<file path="src/rtl/update_knn10_udiv_seq.sv">
// update_knn10_udiv_seq: radix-2 restoring divider, one quotient bit per enabled cycle, start/done handshake.
// Define UPDATE_KNN10_UDIV_SAT_EN to saturate dout to all ones on quotient overflow.
module update_knn10_udiv_seq #(
   parameter ID         = 32'd1,
   parameter din0_WIDTH = 32,
   parameter din1_WIDTH = 15,
   parameter dout_WIDTH = 17
) (
   input  logic                  clk,
   input  logic                  reset,
   input  logic                  ce,
   input  logic                  start,
   input  logic [din0_WIDTH-1:0] din0,
   input  logic [din1_WIDTH-1:0] din1,
   output logic                  ready,
   output logic                  done,
   output logic [dout_WIDTH-1:0] dout,
   output logic [din1_WIDTH-1:0] rem,
   output logic                  ovf,
   output logic                  div0
);
   localparam int CW = $clog2(din0_WIDTH);
   typedef enum logic [1:0] {IDLE, CALC, FIN} state_t;
   state_t state, state_nx;
   logic [CW-1:0]         cnt;
   logic [din0_WIDTH-1:0] dvd, q, q_nx;
   logic [din1_WIDTH-1:0] dvs, r, r_nx;
   logic [din1_WIDTH:0]   r_sh, r_sub;
   logic                  ge, ovf_nx;
   logic [dout_WIDTH-1:0] dout_nx;

   assign ready = state == IDLE;
   assign done  = state == FIN;

   always_comb begin
      r_sh    = {r, dvd[din0_WIDTH-1]};
      r_sub   = r_sh - {1'b0, dvs};
      ge      = r_sh >= {1'b0, dvs};
      r_nx    = ge ? r_sub[din1_WIDTH-1:0] : r_sh[din1_WIDTH-1:0];
      q_nx    = {q[din0_WIDTH-2:0], ge};
      ovf_nx  = |q_nx[din0_WIDTH-1:dout_WIDTH];
`ifdef UPDATE_KNN10_UDIV_SAT_EN
      dout_nx = ovf_nx ? {dout_WIDTH{1'b1}} : q_nx[dout_WIDTH-1:0];
`else
      dout_nx = q_nx[dout_WIDTH-1:0];
`endif
      state_nx = (state == IDLE) ? (start ? (|din1 ? CALC : FIN) : IDLE) :
                 (state == CALC) ? ((cnt == '0) ? FIN : CALC) : IDLE;
   end

   always_ff @(posedge clk)
      if (reset) state <= IDLE;
      else if (ce) state <= state_nx;

   always_ff @(posedge clk) begin
      if (reset) begin
         dvd  <= '0;
         dvs  <= '0;
         r    <= '0;
         q    <= '0;
         cnt  <= '0;
         dout <= '0;
         rem  <= '0;
         ovf  <= 1'b0;
         div0 <= 1'b0;
      end else if (ce) begin
         if (state == IDLE && start) begin
            dvd <= din0;
            dvs <= din1;
            r   <= '0;
            q   <= '0;
            cnt <= CW'(din0_WIDTH - 1);
            // divide-by-zero skips CALC, so results are loaded here for FIN
            if (din1 == '0) begin
               dout <= {dout_WIDTH{1'b1}};
               rem  <= din0[din1_WIDTH-1:0];
               ovf  <= 1'b0;
               div0 <= 1'b1;
            end
         end
         if (state == CALC) begin
            dvd <= {dvd[din0_WIDTH-2:0], 1'b0};
            r   <= r_nx;
            q   <= q_nx;
            cnt <= cnt - 1'b1;
            if (cnt == '0) begin
               dout <= dout_nx;
               rem  <= r_nx;
               ovf  <= ovf_nx;
               div0 <= 1'b0;
            end
         end
      end
   end
endmodule

</file>
<file path="config.mk">
export PLATFORM = sky130hd
export DESIGN_NAME = update_knn10_udiv_seq
export DESIGN_NICKNAME = d
export VERILOG_FILES = /design/src/rtl/update_knn10_udiv_seq.sv
export SDC_FILE = /design/constraint.sdc
export NUM_CORES = 1
export LEC_CHECK = 0
export BUFFER_PORTS_ARGS = -buffer_cell sky130_fd_sc_hd__buf_4
export CAP_MARGIN = 20
export CORE_MARGIN = 3
export CORE_UTILIZATION = 40
export DETAILED_ROUTE_END_ITERATION = 10
export GPL_TIMING_DRIVEN = 0
export PLACE_DENSITY = 0.63
export SYNTH_ARGS = -nofsm -noshare
export SYNTH_HDL_FRONTEND = slang
export SYNTH_SLANG_ARGS = --single-unit
</file>
<file path="constraint.sdc">
create_clock -name clk -period 6.7 [get_ports clk]
set_clock_uncertainty 0.1 [all_clocks]
set_input_delay 1.005 -clock clk [delete_from_list [all_inputs] [get_ports clk]]
set_output_delay 1.005 -clock clk [all_outputs]
set_load 0.02 [all_outputs]
</file>
==> results.tsv <==
stage	metric	value	unit
status	outcome	completed	
die	die_area	0.0168	mm^2
place	io_buffer_count	86	
clocking	numCtsBuffers	17	
layout	layout_commonest_cell	sky130_fd_sc_hd__dfxtp_1	
clocking	clock_tree_from_tritoncts	done	
timing	worst-slew-pin-transition	0.721	ns
clocking	postCtsSetupRepairBufs	0	
clocking	clock_tree.htree_level_count	4	
timing	timing.max_slew.rel_slack	51.8	%
power_and_ir_drop	vdd.ir_drop.worst	0.000157	V
timing	max_freq	0.317	GHz
setup_path	worst_ep_arrival_time	3.33	ns
synth	count_of_synthesis_stage_warnings_from_yosys	0	
clocking	ctsLongestPathBuffers	2	
timing	finalHoldViolations	0	
detailed_routing	drc	0	
setup_path	cp_cell_sequence	inv_1 > ha_1 > fa_1 > nor2b_1 > o31a_1 > o211a_1 > or3_4 > buf_6 > buf_2 > mux2i_1 > o21ai_0	
layout	final_layout_size_suffix_gt1_share	15.9	%
detailed_routing	totalWireLength	17.3	mm
global_routing	antenna_found_initial	0	
layout	design.final.nets	880	
global_routing	grt_overflow	0	
die	number_of_rows_in_the_core_area	44	
clocking	worst_skew_pair.late_latency	0.42	ns
setup_path	cell_type_of_the_slowest_stage_on_the_worst_timing_path	sky130_fd_sc_hd__mux2i_1	
synth	synth_edf_count	0	
place	gp_congestion	0.911	
synth	synth.distinct_cells	59	
detailed_routing	dr.first_iter.drc_count	407	
timing	fin_setup_tns	0	ns
setup_path	timing.critical_path.fanout_max	10	
setup_path	crit_path_end_kind	flop	
clocking	path_clk_slew	0.06	ns
timing	setup_repair_after_global_routing_missed_its_margin	false	
timing	minimum_clock_period	3.16	ns
place	dp.final_hpwl	13.1	mm
detailed_routing	detailroute.via_count	5633	
timing	pins_over_slew_limit	0	
synth	syn_area	0.00611	mm^2
clocking	cts_hold_repair.buffers	0	
synth	syn-mean-instance-area	8.65	um^2
layout	syn2layout_area_growth	23.4	%
synth	number_of_register_bits_inferred_by_synthesis	134	
synth	postSynth.topFlopCell	sky130_fd_sc_hd__dfxtp_1	
setup_path	r2r_slack	3.54	ns
timing	fin_worst_hold_slack	0.357	ns
setup_path	setup.worst_path.start_class	flop	
die	initial_core_util	41.4	%
setup_path	critPathKind	reg -> reg	
detailed_routing	post_drt_wl_per_cell	17.2	um
die	floorplan.io_pins	87	
timing	final-setup-viol-count	0	
synth	netlist.top_cell.by_area	sky130_fd_sc_hd__dfxtp_1	
timing	final_clock_period_utilization_by_the_worst_path	47.1	%
power_and_ir_drop	power_per_cell_area	304	mW/mm^2
detailed_routing	avgViaCountPerCell	5.59	
synth	synth.yosys.seq_area_share	43.9	%
flow_run	timing.max_cap.violations	0	
global_routing	grt.total_usage	20.8	%
global_routing	grt_pass1_wl	27.6	mm
clocking	root_buffer	sky130_fd_sc_hd__clkbuf_16	
layout	filler_cell_count	1398	
clocking	cts_sinks	134	
power_and_ir_drop	p_leak	0.00315	uW
setup_path	worst_ep_required_time	6.87	ns
die	dieHeight	130	um
die	fp.dieW	130	um
layout	mostFrequentLayoutCells	sky130_fd_sc_hd__dfxtp_1, sky130_fd_sc_hd__nor2_1, sky130_fd_sc_hd__buf_4, sky130_fd_sc_hd__nand2_1, sky130_fd_sc_hd__a21oi_1	
detailed_routing	route.antenna.remaining_nets	0	
synth	synth_top_cells_by_area	sky130_fd_sc_hd__dfxtp_1, sky130_fd_sc_hd__mux2i_1, sky130_fd_sc_hd__nor2_1	
global_routing	via_count_of_the_first_global_routing_pass	5402	
detailed_routing	drt_pass1_iterations	5	
synth	syn_nets	775	
layout	antennaDiodeCount	0	
die	fp.coreArea	0.0148	mm^2
layout	finish.utilization	51.1	%
clocking	cts_resized	0	
synth	syn-instance-count	707	
setup_path	cp_slowest_stage_delay	0.43	ns
global_routing	grt_start_max_net_pins	17	
synth	async_reset_ff_share	0	%
hold_path	worstHoldPathType	reg -> reg	
synth	post-synth-top-area-fraction	43.9	%
==> sequential cells by signal, indices dropped and copies added (netlist names) <==
name,flops
dvd,32
q,31
dout,17
dvs,15
r,15
rem,15
cnt,5
state,2
div0,1
ovf,1
==> routing by layer <==
metal	track usage (%)	up-vias	part of all wire [%]
met3	5.03	25	5.5
met4	6.91	0	2.0
met2	33.7	160	47
met1	27.2	2664	45
li1	-	2784	-
met5	0	-	0
==> worst max-delay path, delay by kind of cell, from the launching register on <==
kind	cells	cell delay, ns
mux	1	0.43
flops	1	0.34
fa+ha+maj	2	0.66
buf+inv	3	0.52
simple gates	2	0.30
compound gates	3	0.67
==> area by class of cell <==
class,instances,area [um^2],area share (%)
multi-input combinational,502,3150,41.8
timing repair buffer,86,646,8.56
buffer,47,188,2.49
tap,184,230,3.05
clock buffer,23,478,6.34
inverter,24,90.1,1.19
sequential,134,2680,35.6
clock inverter,8,75.1,0.996
==> logic make-up after synthesis <==
logic type | after synthesis | share of synthesized area [%]
AO/OA/AOI/OAI | 193 | 22.0
XOR/XNOR | 6 | 0.860
adder cells (fa/ha/maj) | 17 | 3.60
buffers and inverters | 71 | 4.54
flip-flops | 134 | 43.9
multiplexers | 41 | 6.80
AND/OR/NAND/NOR | 245 | 18.3
==> Yosys cell counts, types with 5 or more instances <==
cell and instances:
sky130_fd_sc_hd__a211oi_1 32, sky130_fd_sc_hd__a21o_1 6, sky130_fd_sc_hd__a21oi_1 44, sky130_fd_sc_hd__a22oi_1 32, sky130_fd_sc_hd__a31oi_1 5, sky130_fd_sc_hd__a32oi_1 6, sky130_fd_sc_hd__buf_1 5, sky130_fd_sc_hd__clkbuf_1 38
sky130_fd_sc_hd__dfxtp_1 134, sky130_fd_sc_hd__ha_1 16, sky130_fd_sc_hd__inv_1 24, sky130_fd_sc_hd__mux2i_1 40, sky130_fd_sc_hd__nand2_1 49, sky130_fd_sc_hd__nand3_1 6, sky130_fd_sc_hd__nor2_1 104, sky130_fd_sc_hd__nor2b_1 6
sky130_fd_sc_hd__nor3_1 40, sky130_fd_sc_hd__nor4_1 10, sky130_fd_sc_hd__o21ai_0 23, sky130_fd_sc_hd__o221ai_1 11
==> per-stage QoR <==
step                instances  setup slack (ns)  area (um^2)  power [uW]
detailed placement        977              3.35         6990        1430
floorplan                 707              3.99         6110        1270
finish                   1008              3.54         7540        2290
global placement          977              3.36         6990        1420
global route             1008              3.38         7540        2400
CTS                      1008              3.56         7540        2300
==> report_power, final <==
group / leakage (uW) / switching, uW / internal, uW / total, uW
clock: 0.000273 / 335 / 536 / 871
sequential: 0.00109 / 31.2 / 844 / 875
combinational: 0.00179 / 324 / 221 / 546
==> final timing paths <==
kind | cells past startpoint | end | startpoint
setup / recovery | 11 | r[4] | dvd[31]
hold / removal | 2 | dvs[10] | dvs[10]
setup reg to reg | 11 | r[4] | dvd[31]
hold reg to reg | 2 | dvs[10] | dvs[10]
(Power assumes the default switching activity.)
